`src/rtl/keypad_pkg.sv`:
```
// keypad_pkg
// Shared definitions for the 3x4 keypad scanner: matrix dimensions, key-code
// constants, the scan-state enum and the (row, column) -> key-code mapping.
package keypad_pkg;

    localparam int NUM_ROWS = 4;
    localparam int NUM_COLS = 3;
    localparam int NUM_KEYS = NUM_ROWS * NUM_COLS;

    localparam logic [3:0] KEY_0     = 4'd0;
    localparam logic [3:0] KEY_1     = 4'd1;
    localparam logic [3:0] KEY_2     = 4'd2;
    localparam logic [3:0] KEY_3     = 4'd3;
    localparam logic [3:0] KEY_4     = 4'd4;
    localparam logic [3:0] KEY_5     = 4'd5;
    localparam logic [3:0] KEY_6     = 4'd6;
    localparam logic [3:0] KEY_7     = 4'd7;
    localparam logic [3:0] KEY_8     = 4'd8;
    localparam logic [3:0] KEY_9     = 4'd9;
    localparam logic [3:0] KEY_STAR  = 4'd10;
    localparam logic [3:0] KEY_SHARP = 4'd11;

    typedef enum logic [1:0] {
        COL0 = 2'd0,
        COL1 = 2'd1,
        COL2 = 2'd2
    } scan_state_e;

    // Telephone layout: rows top to bottom, columns left to right.
    function automatic logic [3:0] key_code_of(input logic [1:0] row, input logic [1:0] col);
        logic [3:0] code;
        case ({row, col})
            4'b00_00: code = KEY_1;
            4'b00_01: code = KEY_2;
            4'b00_10: code = KEY_3;
            4'b01_00: code = KEY_4;
            4'b01_01: code = KEY_5;
            4'b01_10: code = KEY_6;
            4'b10_00: code = KEY_7;
            4'b10_01: code = KEY_8;
            4'b10_10: code = KEY_9;
            4'b11_00: code = KEY_STAR;
            4'b11_10: code = KEY_SHARP;
            default:  code = KEY_0;
        endcase
        return code;
    endfunction

endpackage

```
`src/rtl/key_debounce.sv`:
```
// key_debounce
// Per-key debouncer. A key's raw level is looked at only when sample_i is
// high; DEBOUNCE_CNT consecutive disagreeing samples flip the debounced level.
// Ports:
//   clk_i     system clock
//   rst_ni    asynchronous active-low reset
//   sample_i  sample strobe for this key
//   raw_i     raw key level (1 = pressed), valid when sample_i is high
//   level_o   debounced key level (registered)
//   rise_o    high in the cycle whose edge confirms a 0->1 transition
module key_debounce #(
    parameter int DEBOUNCE_CNT = 3
) (
    input  logic clk_i,
    input  logic rst_ni,
    input  logic sample_i,
    input  logic raw_i,
    output logic level_o,
    output logic rise_o
);
    import keypad_pkg::*;

    // The counter never has to hold DEBOUNCE_CNT itself: it clears on confirm.
    localparam int CW = (DEBOUNCE_CNT < 2) ? 1 : $clog2(DEBOUNCE_CNT);
    localparam logic [CW-1:0] CNT_LAST = CW'(DEBOUNCE_CNT - 1);

    logic          level_q, level_d;
    logic [CW-1:0] cnt_q, cnt_d;
    logic          confirm;

    always_ff @(posedge clk_i or negedge rst_ni) begin
        if (!rst_ni) begin
            level_q <= 1'b0;
            cnt_q   <= '0;
        end else begin
            level_q <= level_d;
            cnt_q   <= cnt_d;
        end
    end

    assign confirm = sample_i && (raw_i != level_q) && (cnt_q == CNT_LAST);

    always_comb begin
        level_d = level_q;
        cnt_d   = cnt_q;
        if (sample_i) begin
            if (raw_i == level_q) begin
                cnt_d = '0;
            end else if (confirm) begin
                level_d = ~level_q;
                cnt_d   = '0;
            end else begin
                cnt_d = cnt_q + 1'b1;
            end
        end
    end

    // Combinational so the event register loads on the same edge as level_q.
    assign rise_o  = confirm && raw_i;
    assign level_o = level_q;

endmodule

```
`src/rtl/keypad_scanner.sv`:
```
// keypad_scanner
// Scans a 3x4 telephone keypad, debounces every key and emits one-shot press
// events through a one-entry valid/ready holding register.
// Ports:
//   CLK, RST              clock, asynchronous active-low reset
//   row_in[3:0]           matrix rows, active-low
//   col_out[2:0]          column strobes, active-low one-hot
//   BTN1..BTN9, BTN_0,
//   BTN_star, BTN_sharp   debounced key levels, active-high
//   key_valid/key_code    pending press event and its code
//   key_ready             consumer accepts the pending event
//   overflow              sticky: a press event was dropped
module keypad_scanner #(
    parameter int SCAN_DIV     = 4,
    parameter int DEBOUNCE_CNT = 3
) (
    input  logic       CLK,
    input  logic       RST,
    input  logic [3:0] row_in,
    output logic [2:0] col_out,
    output logic       BTN1,
    output logic       BTN2,
    output logic       BTN3,
    output logic       BTN4,
    output logic       BTN5,
    output logic       BTN6,
    output logic       BTN7,
    output logic       BTN8,
    output logic       BTN9,
    output logic       BTN_0,
    output logic       BTN_star,
    output logic       BTN_sharp,
    output logic       key_valid,
    output logic [3:0] key_code,
    input  logic       key_ready,
    output logic       overflow
);
    import keypad_pkg::*;

    localparam int DIV_W = (SCAN_DIV < 2) ? 1 : $clog2(SCAN_DIV);
    localparam logic [DIV_W-1:0] DIV_LAST = DIV_W'(SCAN_DIV - 1);

    scan_state_e          state_q, state_d;
    logic [DIV_W-1:0]     div_q, div_d;
    logic                 strobe;
    logic [NUM_COLS-1:0]  sample_col;
    logic [NUM_KEYS-1:0]  level, rise;

    logic                 evt_any, evt_multi;
    logic [3:0]           evt_code;
    logic                 valid_q, valid_d;
    logic [3:0]           code_q, code_d;
    logic                 ovf_q, ovf_d;

    // Scan FSM: state register and divide counter.
    always_ff @(posedge CLK or negedge RST) begin
        if (!RST) begin
            state_q <= COL0;
            div_q   <= '0;
        end else begin
            state_q <= state_d;
            div_q   <= div_d;
        end
    end

    // Rows are sampled on the last cycle of each column period.
    assign strobe = (div_q == DIV_LAST);
    assign div_d  = strobe ? '0 : div_q + 1'b1;

    // Scan FSM: next state.
    always_comb begin
        state_d = state_q;
        if (strobe) begin
            case (state_q)
                COL0:    state_d = COL1;
                COL1:    state_d = COL2;
                default: state_d = COL0;
            endcase
        end
    end

    // Scan FSM: outputs (column strobe and per-column sample enable).
    always_comb begin
        col_out    = 3'b111;
        sample_col = '0;
        case (state_q)
            COL0: begin
                col_out       = 3'b110;
                sample_col[0] = strobe;
            end
            COL1: begin
                col_out       = 3'b101;
                sample_col[1] = strobe;
            end
            COL2: begin
                col_out       = 3'b011;
                sample_col[2] = strobe;
            end
            default: begin
                col_out    = 3'b111;
                sample_col = '0;
            end
        endcase
    end

    // Sample demux: key (r, c) lives at index r*NUM_COLS + c.
    for (genvar r = 0; r < NUM_ROWS; r++) begin : g_row
        for (genvar c = 0; c < NUM_COLS; c++) begin : g_col
            key_debounce #(
                .DEBOUNCE_CNT(DEBOUNCE_CNT)
            ) u_deb (
                .clk_i   (CLK),
                .rst_ni  (RST),
                .sample_i(sample_col[c]),
                .raw_i   (~row_in[r]),
                .level_o (level[r*NUM_COLS + c]),
                .rise_o  (rise[r*NUM_COLS + c])
            );
        end
    end

    // Priority encoder: rows scanned from 0 upward so the lowest row wins;
    // any further rise in the same cycle is a dropped event.
    always_comb begin
        evt_any   = 1'b0;
        evt_multi = 1'b0;
        evt_code  = KEY_0;
        for (int r = 0; r < NUM_ROWS; r++) begin
            for (int c = 0; c < NUM_COLS; c++) begin
                if (rise[r*NUM_COLS + c]) begin
                    if (evt_any) begin
                        evt_multi = 1'b1;
                    end else begin
                        evt_any  = 1'b1;
                        evt_code = key_code_of(2'(r), 2'(c));
                    end
                end
            end
        end
    end

    // Event holding register and sticky overflow.
    always_comb begin
        valid_d = valid_q;
        code_d  = code_q;
        ovf_d   = ovf_q | evt_multi;
        if (!valid_q || key_ready) begin
            valid_d = evt_any;
            if (evt_any) begin
                code_d = evt_code;
            end
        end else if (evt_any) begin
            ovf_d = 1'b1;
        end
    end

    always_ff @(posedge CLK or negedge RST) begin
        if (!RST) begin
            valid_q <= 1'b0;
            code_q  <= KEY_0;
            ovf_q   <= 1'b0;
        end else begin
            valid_q <= valid_d;
            code_q  <= code_d;
            ovf_q   <= ovf_d;
        end
    end

    assign key_valid = valid_q;
    assign key_code  = code_q;
    assign overflow  = ovf_q;

    assign BTN1      = level[0];
    assign BTN2      = level[1];
    assign BTN3      = level[2];
    assign BTN4      = level[3];
    assign BTN5      = level[4];
    assign BTN6      = level[5];
    assign BTN7      = level[6];
    assign BTN8      = level[7];
    assign BTN9      = level[8];
    assign BTN_star  = level[9];
    assign BTN_0     = level[10];
    assign BTN_sharp = level[11];

endmodule

```
`config.mk`:
```
export PLATFORM = sky130hd
export DESIGN_NAME = keypad_scanner
export DESIGN_NICKNAME = d
export VERILOG_FILES = /design/src/rtl/keypad_pkg.sv /design/src/rtl/key_debounce.sv /design/src/rtl/keypad_scanner.sv
export SDC_FILE = /design/constraint.sdc
export NUM_CORES = 1
export LEC_CHECK = 0
export BUFFER_PORTS_ARGS = -buffer_cell sky130_fd_sc_hd__buf_4
export CELL_PAD_IN_SITES_DETAIL_PLACEMENT = 1
export CELL_PAD_IN_SITES_GLOBAL_PLACEMENT = 1
export CORE_UTILIZATION = 31
export DETAILED_ROUTE_END_ITERATION = 10
export GPL_TIMING_DRIVEN = 0
export PLACE_DENSITY_LB_ADDON = 0.1
export SLEW_MARGIN = 20
export SYNTH_ARGS = -nofsm -noshare
export SYNTH_HDL_FRONTEND = slang
export SYNTH_SLANG_ARGS = --single-unit
export TNS_END_PERCENT = 100
```
`constraint.sdc`:
```
create_clock -name CLK -period 2.24 [get_ports CLK]
set_input_delay 0.56 -clock CLK [delete_from_list [all_inputs] [get_ports CLK]]
set_output_delay 0.56 -clock CLK [all_outputs]
set_load 0.005 [all_outputs]
```
# Word level (Yosys, flattened, before mapping)
# Index checks and enable logic that the tools add are counted.
dict set report classes {
  add_sub_neg 13
  n_eq_ne 39
  n_mux 89
  bitwise_logic 29
  reduce_logical 52
}
# cell count
set ops {}
lappend ops {{two-way mux 4 bit} 22}
lappend ops {{two-way mux 2 bit} 25}
lappend ops {{two-way mux 1 bit} 40}
lappend ops {{logical AND 1 bit} 36}
lappend ops {{AND reduction 3 bit} 12}
lappend ops {{equality test 2 bit, second input constant} 14}
lappend ops {{inverter 1 bit} 28}
lappend ops {{adder 2 x 1 -> 2 bit, second input constant} 13}
lappend ops {{equality test 1 bit} 12}
lappend ops {{!= test 1 bit} 12}
lappend ops {{one-hot mux 3 bit (3 select lines)} 1}
lappend ops {{one-hot mux 2 bit (2 select lines)} 1}
lappend ops {{equality test 2 x 1 -> 1 bit, second input constant} 1}
lappend ops {{zero test 2 bit} 1}
lappend ops {{AND reduction 2 bit} 1}
lappend ops {{zero test 1 bit} 1}
lappend ops {{logical OR 1 bit} 1}
lappend ops {{bitwise OR 1 bit} 1}
dict set report totals {
  ff_bits 46
  inputBits 7
  output_inout_bits 21
}

# Depth between registers and ports, before layout
# Gate-level depths: netlist of the first run.
dict set report depth {
  ltp_word 31
  depth_mapped 8
}

# Cells and area by module
# Synthesis of the first run repeated with hierarchy kept, for this count alone.
dict set report unflattened {
  cells_unflattened 231
  area_unflattened_um2 2453.6
}
# mod n_inst cells_per_inst area_each_um2 seq_area_each_um2
set modules_own_cells {}
lappend modules_own_cells {key_debounce 12 13 146.4 75.1}
lappend modules_own_cells {keypad_scanner 1 75 696.9 250.2}

# Least setup slack after synthesis of the first run
# OpenSTA, ideal clock, no wires.
dict set report synth_timing {
  path_kind {reg-to-reg}
  start {register div_q[0]}
  end {register code_q[2], in the netlist key_code[2]}
  setup_time_ps 125
  t_arrival_ps 2205
  required_ps 2115
  path_slack_ps -90
  path_stages_with_launch 9
  path_buffers 1
  period_less_slack_ps 2330
  path_cell_list {dfrtp_1 > ha_1 > or3b_1 > buf_2 > or4_4 > nor4b_4 > nand4_4 > o21ai_2 > mux2_4}
}
dict set report synth_via {
  elab_chain_len 27
  elab_cells_between_ends 74
  classes_between {eq/ne: 1; mux: 36; reduce/logical: 37}
}
# item line_no
set synth_lines {}
lappend synth_lines {{start: declaration} keypad_scanner.sv:44} ;# logic [DIV_W-1:0] div_q, div_d;
lappend synth_lines {{start signal: assignment} keypad_scanner.sv:62} ;# div_q <= div_d;
lappend synth_lines {{equality test 2 bit *} keypad_scanner.sv:67} ;# assign strobe = (div_q == DIV_LAST);
lappend synth_lines {{two-way mux 1 bit} keypad_scanner.sv:86} ;# case (state_q)
lappend synth_lines {{logical AND 1 bit (2 in series)} key_debounce.sv:41} ;# assign confirm = sample_i && (raw_i != level_q) && (cnt_q == CNT_LAST);
lappend synth_lines {{logical AND 1 bit} key_debounce.sv:59} ;# assign rise_o = confirm && raw_i;
lappend synth_lines {{two-way mux 1 bit (2 in series)} keypad_scanner.sv:130} ;# if (rise[r*NUM_COLS + c]) begin
lappend synth_lines {{two-way mux 4 bit} keypad_scanner.sv:131} ;# if (evt_any) begin
lappend synth_lines {{two-way mux 4 bit} keypad_scanner.sv:130}
lappend synth_lines {{two-way mux 4 bit} keypad_scanner.sv:131}
lappend synth_lines {{[... 9 more ...]} --}
lappend synth_lines {{two-way mux 4 bit} keypad_scanner.sv:131}
lappend synth_lines {{two-way mux 4 bit} keypad_scanner.sv:130}
lappend synth_lines {{two-way mux 4 bit} keypad_scanner.sv:131}
lappend synth_lines {{two-way mux 4 bit} keypad_scanner.sv:130}
lappend synth_lines {{two-way mux 4 bit} keypad_scanner.sv:131}
lappend synth_lines {{two-way mux 4 bit} keypad_scanner.sv:130}
lappend synth_lines {{two-way mux 4 bit} keypad_scanner.sv:131}
lappend synth_lines {{two-way mux 4 bit} keypad_scanner.sv:130}
lappend synth_lines {{end signal: assignment} keypad_scanner.sv:164} ;# code_q <= code_d;
lappend synth_lines {{end: declaration} keypad_scanner.sv:52} ;# logic [3:0] code_q, code_d;
# Mark *: on every way between the ends. The rest lies on a longest branch, timed or not.
# A chain may end at the register's enable or synchronous reset.

# Final worst setup path of the first run
# Same ends and word-level chain as after synthesis.

==> results of run 1 <==
## cells by family after synthesis
logic type | synth area share, %
flops | 49.2
buf+inv | 2.84
xor+xnor | 4.49
fa+ha+maj | 1.07
compound gates | 14.0
mux | 6.69
simple gates | 21.7
## worst max-delay path, delay by kind of cell (launching register included)
kind | cells | cell delay (ps)
mux | 1 | 300
compound gates | 1 | 70
simple gates | 4 | 1220
fa+ha+maj | 1 | 150
flops | 1 | 420
## metal layers
| layer | wire [µm] | vias up | share of wire [%] |
|---|---|---|---|
| met5 | 0 | - | 0 |
| met4 | 70 | 0 | 1.2 |
| met3 | 198 | 7 | 3.4 |
| met2 | 2700 | 24 | 47 |
| met1 | 2800 | 912 | 49 |
| li1 | - | 894 | - |
## area by class of cell
| type | instances | area [µm²] | share of cell area (%) |
|---|---|---|---|
| multi-input cells | 162 | 1190 | 40.5 |
| plain buffers | 9 | 42.5 | 1.45 |
| clock inverters | 1 | 30.0 | 1.03 |
| well taps | 99 | 124 | 4.23 |
| clock buffers | 7 | 76.3 | 2.61 |
| inverters | 7 | 26.3 | 0.898 |
| flip-flops and latches | 46 | 1150 | 39.3 |
| repair buffers | 38 | 289 | 9.88 |
## sequential cells by signal (all words and copies together), names as in the netlist
name and count:
g_row.g_col.u_deb.cnt_q 24, key_valid 1, state_q 2, key_code 4
div_q 2, g_row.g_col.u_deb.level_o 12, overflow 1
## report_power, final
group	internal [µW]	switching, µW	total [µW]
clock network	334	290	625
registers	905	72.5	977
logic	121	99.4	220
total	1360	462	1820
## cells in the final DEF (no fill, tap or decap), types with 5 or more instances in the layout
cell type,instances
clkbuf_1,8
nand2b_1,10
a22o_1,9
clkbuf_8,5
o21ai_0,13
nor3_1,11
buf_4,39
inv_1,7
or3_1,5
nand2_1,21
dfrtp_1,46
xor2_1,11
a21oi_1,8
mux2_2,9
o31ai_1,6
nor2_1,10
## synthesized netlist by cell type, types with 2 or more instances
master / n / share of area (%)
nand3_1: 4 / 0.86
or3_1: 5 / 1.3
a22o_1: 9 / 3.4
xor2_1: 11 / 4.1
mux2_2: 9 / 4.3
nor2b_1: 2 / 0.53
or2_2: 2 / 0.53
clkbuf_1: 8 / 1.3
dfrtp_1: 46 / 49
ha_1: 2 / 1.1
o31ai_1: 6 / 1.9
buf_2: 2 / 0.43
nor4_1: 6 / 1.6
o21ai_0: 13 / 2.8
nor2_1: 10 / 1.6
inv_1: 7 / 1.1
mux2i_1: 4 / 1.7
nand2_1: 21 / 3.4
a21oi_1: 8 / 1.7
nand2b_1: 10 / 2.7
nor4_2: 2 / 1.1
nor3_1: 13 / 2.8
nand3b_1: 3 / 0.96
## how the worst min path moves through the flow
stage	cells past startpoint	startpoint	slack, ps	endpoint
6_report	1	RST	260	g_row[2].g_col[0].u_deb.cnt_q[1]
5_1_grt	1	RST	310	g_row[2].g_col[0].u_deb.cnt_q[1]
3_3_place_gp	1	div_q[0]	460	div_q[0]
3_5_place_dp	1	div_q[0]	480	div_q[0]
2_1_floorplan	0	RST	260	div_q[0]
4_1_cts	1	RST	280	g_row[2].g_col[0].u_deb.cnt_q[1]
## what timing repair did
item | CTS | global route
setup buffers | 9 | 5
endpoints found under the setup margin | 5 | 6
pin swaps | 6 | 3
gates cloned | 0 | 0
endpoints found under the hold margin | 0 | 0
resized for setup | 6 | 16
## through the flow
step                instance area, µm²  hold slack, ps
finish                            2930             258
detailed placement                2650             476
floorplan                         2340             264
CTS                               2850             280
global route                      2930             306
global placement                  2650             461
==> summary.txt, run 1 <==
Status
  – Outcome: complete, but fails checks
  – Failing checks: negative setup slack

Setup path
  – FF-to-FF path depth: 7
  – CP Launch Type: flop
  – Reg2Reg Setup Slack: -50 ps
  – Crit path to: key_code[2]
  – Crit-path max FO: 6
  – Critical path cell sequence: ha_4, or3b_4, or4_4, nor4b_4, nand4_4, o21ai_4, mux2_4
  – Worst Path Arrival: around 2500 ps
  – Critical path origin: div_q[0]
  – Critical path class: reg2reg
  – Req. time, crit path: approximately 2400 ps
  – Worst r2r dst: key_code[2]
  – Critical path capture point type: flop
  – CP max-delay cell: or4_4
  – RR Startpoint: div_q[0]
  – Worst path max stage delay: about 500 ps

Yosys
  – Syn nets: ~230
  – Post-synth EDFFs: 0
  – Post-synthesis sequential area ratio: slightly below 50%
  – Ys Warns: 0
  – Post-Syn Area: between 0.002 and 0.0025 mm²
  – Yosys cell types: 45
  – Top FF cell, synth: dfrtp_1
  – Register bit total from synthesis: 46
  – Fraction of registers with async set/reset: 100%
  – Mapped Cells: between 200 and 250
  – Synth Area per Inst: roughly 10 µm²

Pwr
  – Peak supply drop: approximately 0.00023 V
  – Leak pwr: 0.00125 µW
  – PnR Total Power: between 1500 and 2000 µW
  – Pwr/cell area: around 620 mW/mm²

Finish
  – Area Overhead vs Synth: 25.1%
  – Fin cells: about 370
  – Layout Nets: around 280
  – Layout cell share with drive strength beyond 1: ~28%
  – Post-layout util: roughly two fifths
  – Fill count: between 800 and 900
  – Ant diodes: 0

CTS
  – Reg clk slew, reported paths: 90 ps
  – Clk root buf: clkbuf_8
  – CTS buffer count: 5
  – Max Root-Sink Buffers: 2
  – Clock tree from TritonCTS: built
  – Worst-Skew Late Latency: a little over 300 ps
  – H-tree levels: 2
  – CTS Hold Buffers Added: 0
  – Clock sink count: 46

STA
  – Slew at the pin closest to its max-slew limit: ~640 ps
  – Clock skew: 11.3 ps
  – Final worst slack: -48.1 ps
  – Worst slew margin: about 57%
  – RSZ-0062 raised after global routing: yes
  – Min Tclk post-route: approximately 2300 ps
  – Setup tns final: -102 ps
  – Endpoints failing hold: 0
  – Final setup violation count: 4
  – Final period util: 102%
  – Max Slew Vio Count: 0
  – F_max: between 400 and 500 MHz

Global routing
  – Antenna violations before repair: 0
  – Busiest grt layer: met2
  – Largest net degree at the start of global routing: 47
  – Met3 usage: between 3 and 4%
  – GRT Overall Usage: ~16%
  – GRT met1 Usage: between 20 and 25%
  – GR Overflow Total: 0
  – Vias in the first global route: 1811
  – First-pass GRT wire length: around 9.3 mm
  – GR Util met2: about 25%

Placement
  – Detail Placement HPWL: approximately 4.0 mm
  – Cells after DPL: 348
  – Place WS: -442 ps
  – Port-buffer cells: 24
  – Routability cong.: approximately 0.75

Die
  – # IOs: 28
  – Die Area: slightly below 0.008 mm²
  – Initial core utilization: between 30 and 40%
  – Die height: around 90 µm
  – Row count: 31
  – Die W: ~90 µm
  – Core Area: 0.00725 mm²

Drt
  – Iteration-0 DRC Markers: between 50 and 60
  – WL per Instance: between 15 and 20 µm
  – Final WL: slightly below 6 mm
  – DRC: 0
  – DRT Pass-1 Iters: 4
  – Via density: roughly 5.0
  – Vias: 1837
  – Detail Route Antenna Nets: 0

Flow run
  – Max-cap violation count: 0

Worst hold path
  – Worst Hold Class: in2async
(Power assumes the default switching activity.)
==> inputs of run 2 (changes only) <==
--- a/config.mk
+++ b/config.mk
@@ -11,7 +11,7 @@
 export CORE_UTILIZATION = 31
 export DETAILED_ROUTE_END_ITERATION = 10
 export GPL_TIMING_DRIVEN = 0
-export PLACE_DENSITY_LB_ADDON = 0.1
+export PLACE_DENSITY_LB_ADDON = 0.25
 export SLEW_MARGIN = 20
 export SYNTH_ARGS = -nofsm -noshare
 export SYNTH_HDL_FRONTEND = slang
==> run 2 against run 1 <==
Against the previous run:
- the flow still finishes with violations (negative setup slack)
- largest cell class unchanged
- critical endpoint is now key_code[0]
- core utilization is 1.7 points higher
- non-clock buffer count grew 4
- clock skew shrank 3.1 ps
- worst hold slack better by 4.7 ps
- register-to-register slack barely moved
- largest power group unchanged
- clock power up 22%
- total power grew 7.8%
- routed wire length up 1.6%
- via count increased by 2.7%
- sequential power about the same
- worst setup slack got worse by 10 ps
- sequential cell count is the same
==> summary.txt, run 2 (synthesis gave the netlist of run 1 again) <==
Status
  – Outcome: complete, but fails checks
  – Failing checks: negative setup slack

Finish
  – Most frequent cells in the layout: 46 x dfrtp_1, 39 x buf_4, 21 x nand2_1
  – Ant diodes: 0 (unchanged)
  – Largest Register: g_row.g_col.u_deb.cnt_q
  – Commonest non-fill, non-tap cell in the layout: dfrtp_1
  – Layout Nets: 282 (+1.4%)
  – Max reg flops: 24 (unchanged)
  – Area Overhead vs Synth: 30.4%
  – Post-layout util: 42.1% (+1.7 points)
  – Fin cells: 373 (+1.1%)
  – Layout cell share with drive strength beyond 1: 31.4% (+3.2 points)

Setup path
  – Top delay family on crit path: compound AO/OA/AOI/OAI gates
  – Critical path depth in cells: 8 (+1)
  – Req. time, crit path: 2450 ps (+20 ps)
  – FF-to-FF path depth: 8 (+1)
  – CP max-delay cell: dfrtp_1
  – Critical path capture point type: flop
  – Worst Path Arrival: 2510 ps (+40 ps)
  – CP Launch Type: flop
  – Worst Path Buf+Inv: 1 (+1)
  – Worst path max stage delay: 410 ps (-90 ps)
  – Crit-path max FO: 10 (+4)
  – Critical path cell sequence: ha_2, nand3b_1, clkbuf_8, or3_1, o31a_1, o311ai_1, mux2i_1, a21oi_1
  – Critical path class: reg2reg

CTS
  – Clock tree from TritonCTS: built
  – Clk root buf: clkbuf_8
  – CTS buffer count: 5 (unchanged)
  – Max Root-Sink Buffers: 2 (unchanged)
  – Worst-Skew Late Latency: 300 ps (about the same)
  – Clock sink count: 46 (unchanged)
  – Reg clk slew, reported paths: 80 ps (about the same)
  – H-tree levels: 2 (unchanged)

STA
  – Worst slew margin: 59.0% (+2.1 points)
  – Slew at the pin closest to its max-slew limit: 610 ps (-30.7 ps)
  – Final period util: 103% (+0.45 points)
  – Clock skew: 8.21 ps (-3.07 ps)
  – Max Slew Vio Count: 0 (unchanged)
  – Final worst slack: -58.2 ps (-10.2 ps)
  – RSZ-0062 raised after global routing: yes
  – Final setup violation count: 3 (-1)
  – F_max: 435 MHz (-0.44%)
  – WHS: 262 ps (+4.67 ps)
  – Endpoints failing hold: 0 (unchanged)
  – Min Tclk post-route: 2300 ps (+10.2 ps)

Die
  – Die Area: 0.00790 mm² (unchanged)
  – Row count: 31 (unchanged)
  – Core Area: 0.00725 mm² (unchanged)
  – Initial core utilization: 32.2% (unchanged)
  – Die W: 88.9 µm (unchanged)
  – Die height: 88.9 µm (unchanged)
  – # IOs: 28 (unchanged)

Placement
  – Routability cong.: 0.747 (-0.31%)
  – Cells after DPL: 348 (unchanged)
  – Detail Placement HPWL: 3.86 mm (-2.9%)
  – Port-buffer cells: 24 (unchanged)

Pwr
  – Pwr/cell area: 644 mW/mm² (+3.3%)
  – Leak pwr: 0.00131 µW (+5.0%)
  – Peak supply drop: 0.000281 V (+21%)
  – PnR Total Power: 1960 µW (+7.8%)

Drt
  – DRC: 0 (unchanged)
  – Vias: 1886 (+2.7%)
  – Detail Route Antenna Nets: 0 (unchanged)
  – Via density: 5.06 (+1.6%)
  – WL per Instance: 15.7 µm (+0.51%)
  – Iteration-0 DRC Markers: 63 (+17%)
  – Final WL: 5.85 mm (+1.6%)
  – DRT Pass-1 Iters: 4 (unchanged)

Global routing
  – Antenna violations before repair: 0 (unchanged)
  – GRT Overall Usage: 15.5% (-0.36 points)
  – Vias in the first global route: 1871 (+3.3%)
  – GR Overflow Total: 0 (unchanged)
  – Largest net degree at the start of global routing: 47 (unchanged)
  – First-pass GRT wire length: 9.19 mm (-1.2%)

Worst hold path
  – Worst Hold Class: in2async

Flow run
  – Max-cap violation count: 0 (unchanged)
-- run 2: metrics by stage --
stage | TNS [ps] | instance area, µm² | worst slack (ps)
5_1_grt | -466 | 3050 | -136
4_1_cts | -411 | 2920 | -115
3_3_place_gp | -1550 | 2650 | -412
2_1_floorplan | -74.5 | 2340 | -74.5
6_report | -120 | 3050 | -58.2
3_5_place_dp | -1740 | 2650 | -449
-- run 2: worst paths after layout --
check | start | slack (ps) | endpoint
min reg2reg | div_q[0] | 510 | div_q[0]
min in group CLK | div_q[0] | 510 | div_q[0]
max | div_q[0] | -60 | key_code[0]
min | RST | 260 | g_row[2].g_col[0].u_deb.cnt_q[0]
max in group asynchronous | RST | 1570 | g_row[1].g_col[0].u_deb.level_o
max reg2reg | div_q[0] | -60 | key_code[0]
-- run 2: final cells by class --
| cell class | count | area (µm²) |
|---|---|---|
| fill | 825 | 4200 |
| multi-input combinational | 162 | 1220 |
| sequential | 46 | 1150 |
| timing repair buffer | 42 | 335 |
| tap | 99 | 124 |
| clock buffer | 6 | 82.6 |
| clock inverter | 2 | 60.1 |
| buffer | 9 | 46.3 |
| inverter | 7 | 26.3 |
-- run 2: power breakdown --
part | leakage (µW) | switching [µW] | internal (µW) | total (µW)
Combinational | 0.000682 | 102 | 121 | 224
Clock | 0.0000714 | 285 | 476 | 761
Sequential | 0.000558 | 74.6 | 905 | 979
Total | 0.00131 | 462 | 1500 | 1960
-- run 2: repair_timing --
action                                  4_1_cts  5_1_grt
setup buffers                                11        7
pin swaps                                     4       12
hold buffers                                  0        0
gates resized for setup                       7       21
endpoints found under the setup margin        5        9
-- run 2: routing by layer --
metal	vias to the layer above	part of all wire [%]	track usage [%]
li1	904	-	-
met1	949	46	20.3
met2	27	50	25.9
met3	6	2.8	2.89
met4	0	1.2	4.84
met5	-	0	0
==> inputs of run 3 (changes only) <==
--- a/config.mk
+++ b/config.mk
@@ -5,7 +5,7 @@
 export SDC_FILE = /design/constraint.sdc
 export NUM_CORES = 1
 export LEC_CHECK = 0
-export BUFFER_PORTS_ARGS = -buffer_cell sky130_fd_sc_hd__buf_4
+export BUFFER_PORTS_ARGS = -buffer_cell sky130_fd_sc_hd__buf_2
 export CELL_PAD_IN_SITES_DETAIL_PLACEMENT = 1
 export CELL_PAD_IN_SITES_GLOBAL_PLACEMENT = 1
 export CORE_UTILIZATION = 31
==> run 3 against run 2 <==
Against the previous run:
- the flow still finishes with violations (negative setup slack)
- via count decreased by 3.1%
- largest cell class unchanged
- final cell count unchanged
- count of clock-buffer cells in the layout increased by 1
- routed wire length decreased by 7.1%
- register-to-register slack improved by 20 ps
- final area decreased by 5.1%
- highest routed layer unchanged
- sequential share of layout area increased by 2.0 points
- maximum frequency increased by 0.81%
- die area unchanged
- non-clock buffer count increased by 1
==> summary.txt, run 3 (synthesis gave the netlist of run 1 again) <==
Worst hold path
  – Worst Hold Class: in2async

Finish
  – Fill count: 854 (+3.5%)
  – Ant diodes: 0 (unchanged)
  – Commonest non-fill, non-tap cell in the layout: dfrtp_1
  – Register area: 0.00115 mm² (unchanged)
  – Area Overhead vs Synth: 23.8%
  – Layout Nets: 283 (+0.35%)
  – Largest Register: g_row.g_col.u_deb.cnt_q
  – Max reg flops: 24 (unchanged)
  – Most frequent cells in the layout: 46 x dfrtp_1, 24 x buf_2, 21 x nand2_1
  – Area occupied by multi-input gates: 0.00121 mm² (-1.2%)
  – Design area: 0.00290 mm² (-5.1%)
  – Layout cell share with drive strength beyond 1: 31.0% (-0.36 points)

STA
  – Min Tclk post-route: 2280 ps (-18.6 ps)
  – Clock skew: 2.68 ps (-5.54 ps)
  – WHS: 264 ps (+1.56 ps)
  – Worst slew margin: 57.7% (-1.3 points)
  – F_max: 439 MHz (+0.81%)
  – Final setup violation count: 3 (unchanged)
  – Final period util: 102% (-0.83 points)
  – RSZ-0062 raised after global routing: yes
  – Final worst slack: -39.7 ps (+18.6 ps)
  – Endpoints failing hold: 0 (unchanged)
  – Slew at the pin closest to its max-slew limit: 629 ps (+18.8 ps)
  – Max Slew Vio Count: 0 (unchanged)

Global routing
  – GR Overflow Total: 0 (unchanged)
  – Antenna violations before repair: 0 (unchanged)
  – First-pass GRT wire length: 9.08 mm (-1.2%)
  – Largest net degree at the start of global routing: 47 (unchanged)
  – GRT Overall Usage: 15.5% (-0.041 points)
  – Vias in the first global route: 1869 (-0.11%)

Setup path
  – Req. time, crit path: 2430 ps (-20 ps)
  – Critical path class: reg2reg
  – Critical path capture point type: flop
  – Worst Path Arrival: 2470 ps (-40 ps)
  – Crit-path max FO: 7 (-3)
  – Top delay family on crit path: simple AND/OR/NAND/NOR gates
  – Worst Path Buf+Inv: 0 (-1)
  – Critical path cell sequence: ha_4, or3b_4, or4_4, nor4b_4, nand4_4, o21ai_2, mux2_4
  – CP max-delay cell: or4_4
  – Worst path max stage delay: 500 ps (+90 ps)
  – CP Launch Type: flop

Status
  – Failing checks: negative setup slack
  – Outcome: complete, but fails checks

Placement
  – Detail Placement HPWL: 3.79 mm (-1.9%)
  – Placed cell area: 0.00259 mm² (-2.3%)
  – Routability cong.: 0.739 (-1.1%)
  – Port-buffer cells: 24 (unchanged)

CTS
  – Max Root-Sink Buffers: 2 (unchanged)
  – Clock tree from TritonCTS: built
  – CTS Hold Buffers Added: 0 (unchanged)
  – Clock sink count: 46 (unchanged)
  – CTS buffer count: 5 (unchanged)
  – Clk root buf: clkbuf_8
  – H-tree levels: 2 (unchanged)
  – Reg clk slew, reported paths: 80 ps (about the same)
  – Worst-Skew Late Latency: 300 ps (about the same)

Pwr
  – Leak pwr: 0.00124 µW (-5.6%)
  – Peak supply drop: 0.000214 V (-24%)
  – Pwr/cell area: 576 mW/mm² (-11%)

Flow run
  – Max-cap violation count: 0 (unchanged)

Drt
  – Via density: 4.90 (-3.1%)
  – Iteration-0 DRC Markers: 82 (+30%)
  – Detail Route Antenna Nets: 0 (unchanged)
  – WL per Instance: 14.6 µm (-7.1%)
  – DRC: 0 (unchanged)
  – Vias: 1827 (-3.1%)
  – Final WL: 5.44 mm (-7.1%)
  – DRT Pass-1 Iters: 4 (unchanged)

Die
  – Core Area: 0.00725 mm² (unchanged)
  – Initial core utilization: 32.2% (unchanged)
  – Row count: 31 (unchanged)
  – # IOs: 28 (unchanged)
  – Die height: 88.9 µm (unchanged)
  – Die Area: 0.00790 mm² (unchanged)
  – Die W: 88.9 µm (unchanged)
==> run 3: cell types whose count changed in the layout (fill, tap and decap cells not counted), moves of 2 or more <==
cell / change
buf_4: -19
clkbuf_1: +3
a211oi_2: +2
clkbuf_8: -2
buf_2: +22
bufinv_16: -2
==> run 3: final timing paths <==
path                       startpoint                              end  slack (ps)  cells after the start
min in group CLK             overflow                         overflow         490                      2
hold reg to reg              overflow                         overflow         490                      2
setup / recovery             div_q[0]                      key_code[2]         -40                      7
hold / removal                    RST  g_row[3].g_col[0].u_deb.level_o         260                      1
setup reg to reg             div_q[0]                      key_code[2]         -40                      7
max in group asynchronous         RST  g_row[1].g_col[0].u_deb.level_o        1570                      1
==> run 3: metal layers <==
metal	routed length [µm]	track usage, %	vias to the layer above
met3	139	3.45	7
met5	0	0	-
li1	-	-	902
met4	72	4.84	0
met1	2660	19.8	895
met2	2570	25.9	23
==> run 3: final cells by class <==
class,count,share of cell area [%]
Buffer,9,1.47
Clock buffer,7,2.64
Inverter,7,0.908
Multi-Input combinational cell,162,41.8
Sequential cell,46,39.8
Tap cell,99,4.28
Timing Repair Buffer,43,9.16
==> run 3: report_power, final <==
| part | switching, µW | total [µW] | leakage (µW) | internal, µW |
|---|---|---|---|---|
| Clock | 275 | 490 | 0.0000383 | 216 |
| Sequential | 68.9 | 974 | 0.000558 | 905 |
| Combinational | 98.2 | 203 | 0.000642 | 105 |
==> run 3: stage by stage <==
stage                     total power, µW  instances  TNS [ps]  utilization, %  setup slack, ps
after detailed placement             1190        348     -1750            35.7             -447
final                                1670        373     -85.4            39.9            -39.7
after global routing                 1760        373      -343            39.9             -109
after floorplan                      1110        225     -74.5               -            -74.5
after global placement               1180        348     -1670            35.7             -435
after CTS                            1690        368      -333            38.6             -126
==> run 3: worst reg2reg max path: cells and delay by family, from the launching register on <==
| kind | cells | cell delay (ps) |
|---|---|---|
| flip-flops | 1 | 410 |
| adder cells (fa/ha/maj) | 1 | 150 |
| multiplexers | 1 | 310 |
| AO/OA/AOI/OAI | 1 | 80 |
| AND/OR/NAND/NOR | 4 | 1230 |
==> run 3: timing repair <==
action                                  in CTS  in global routing
buffers inserted                            13                  6
pin swaps                                    6                  9
endpoints found under the setup margin       5                  6
resized for setup                            8                 14
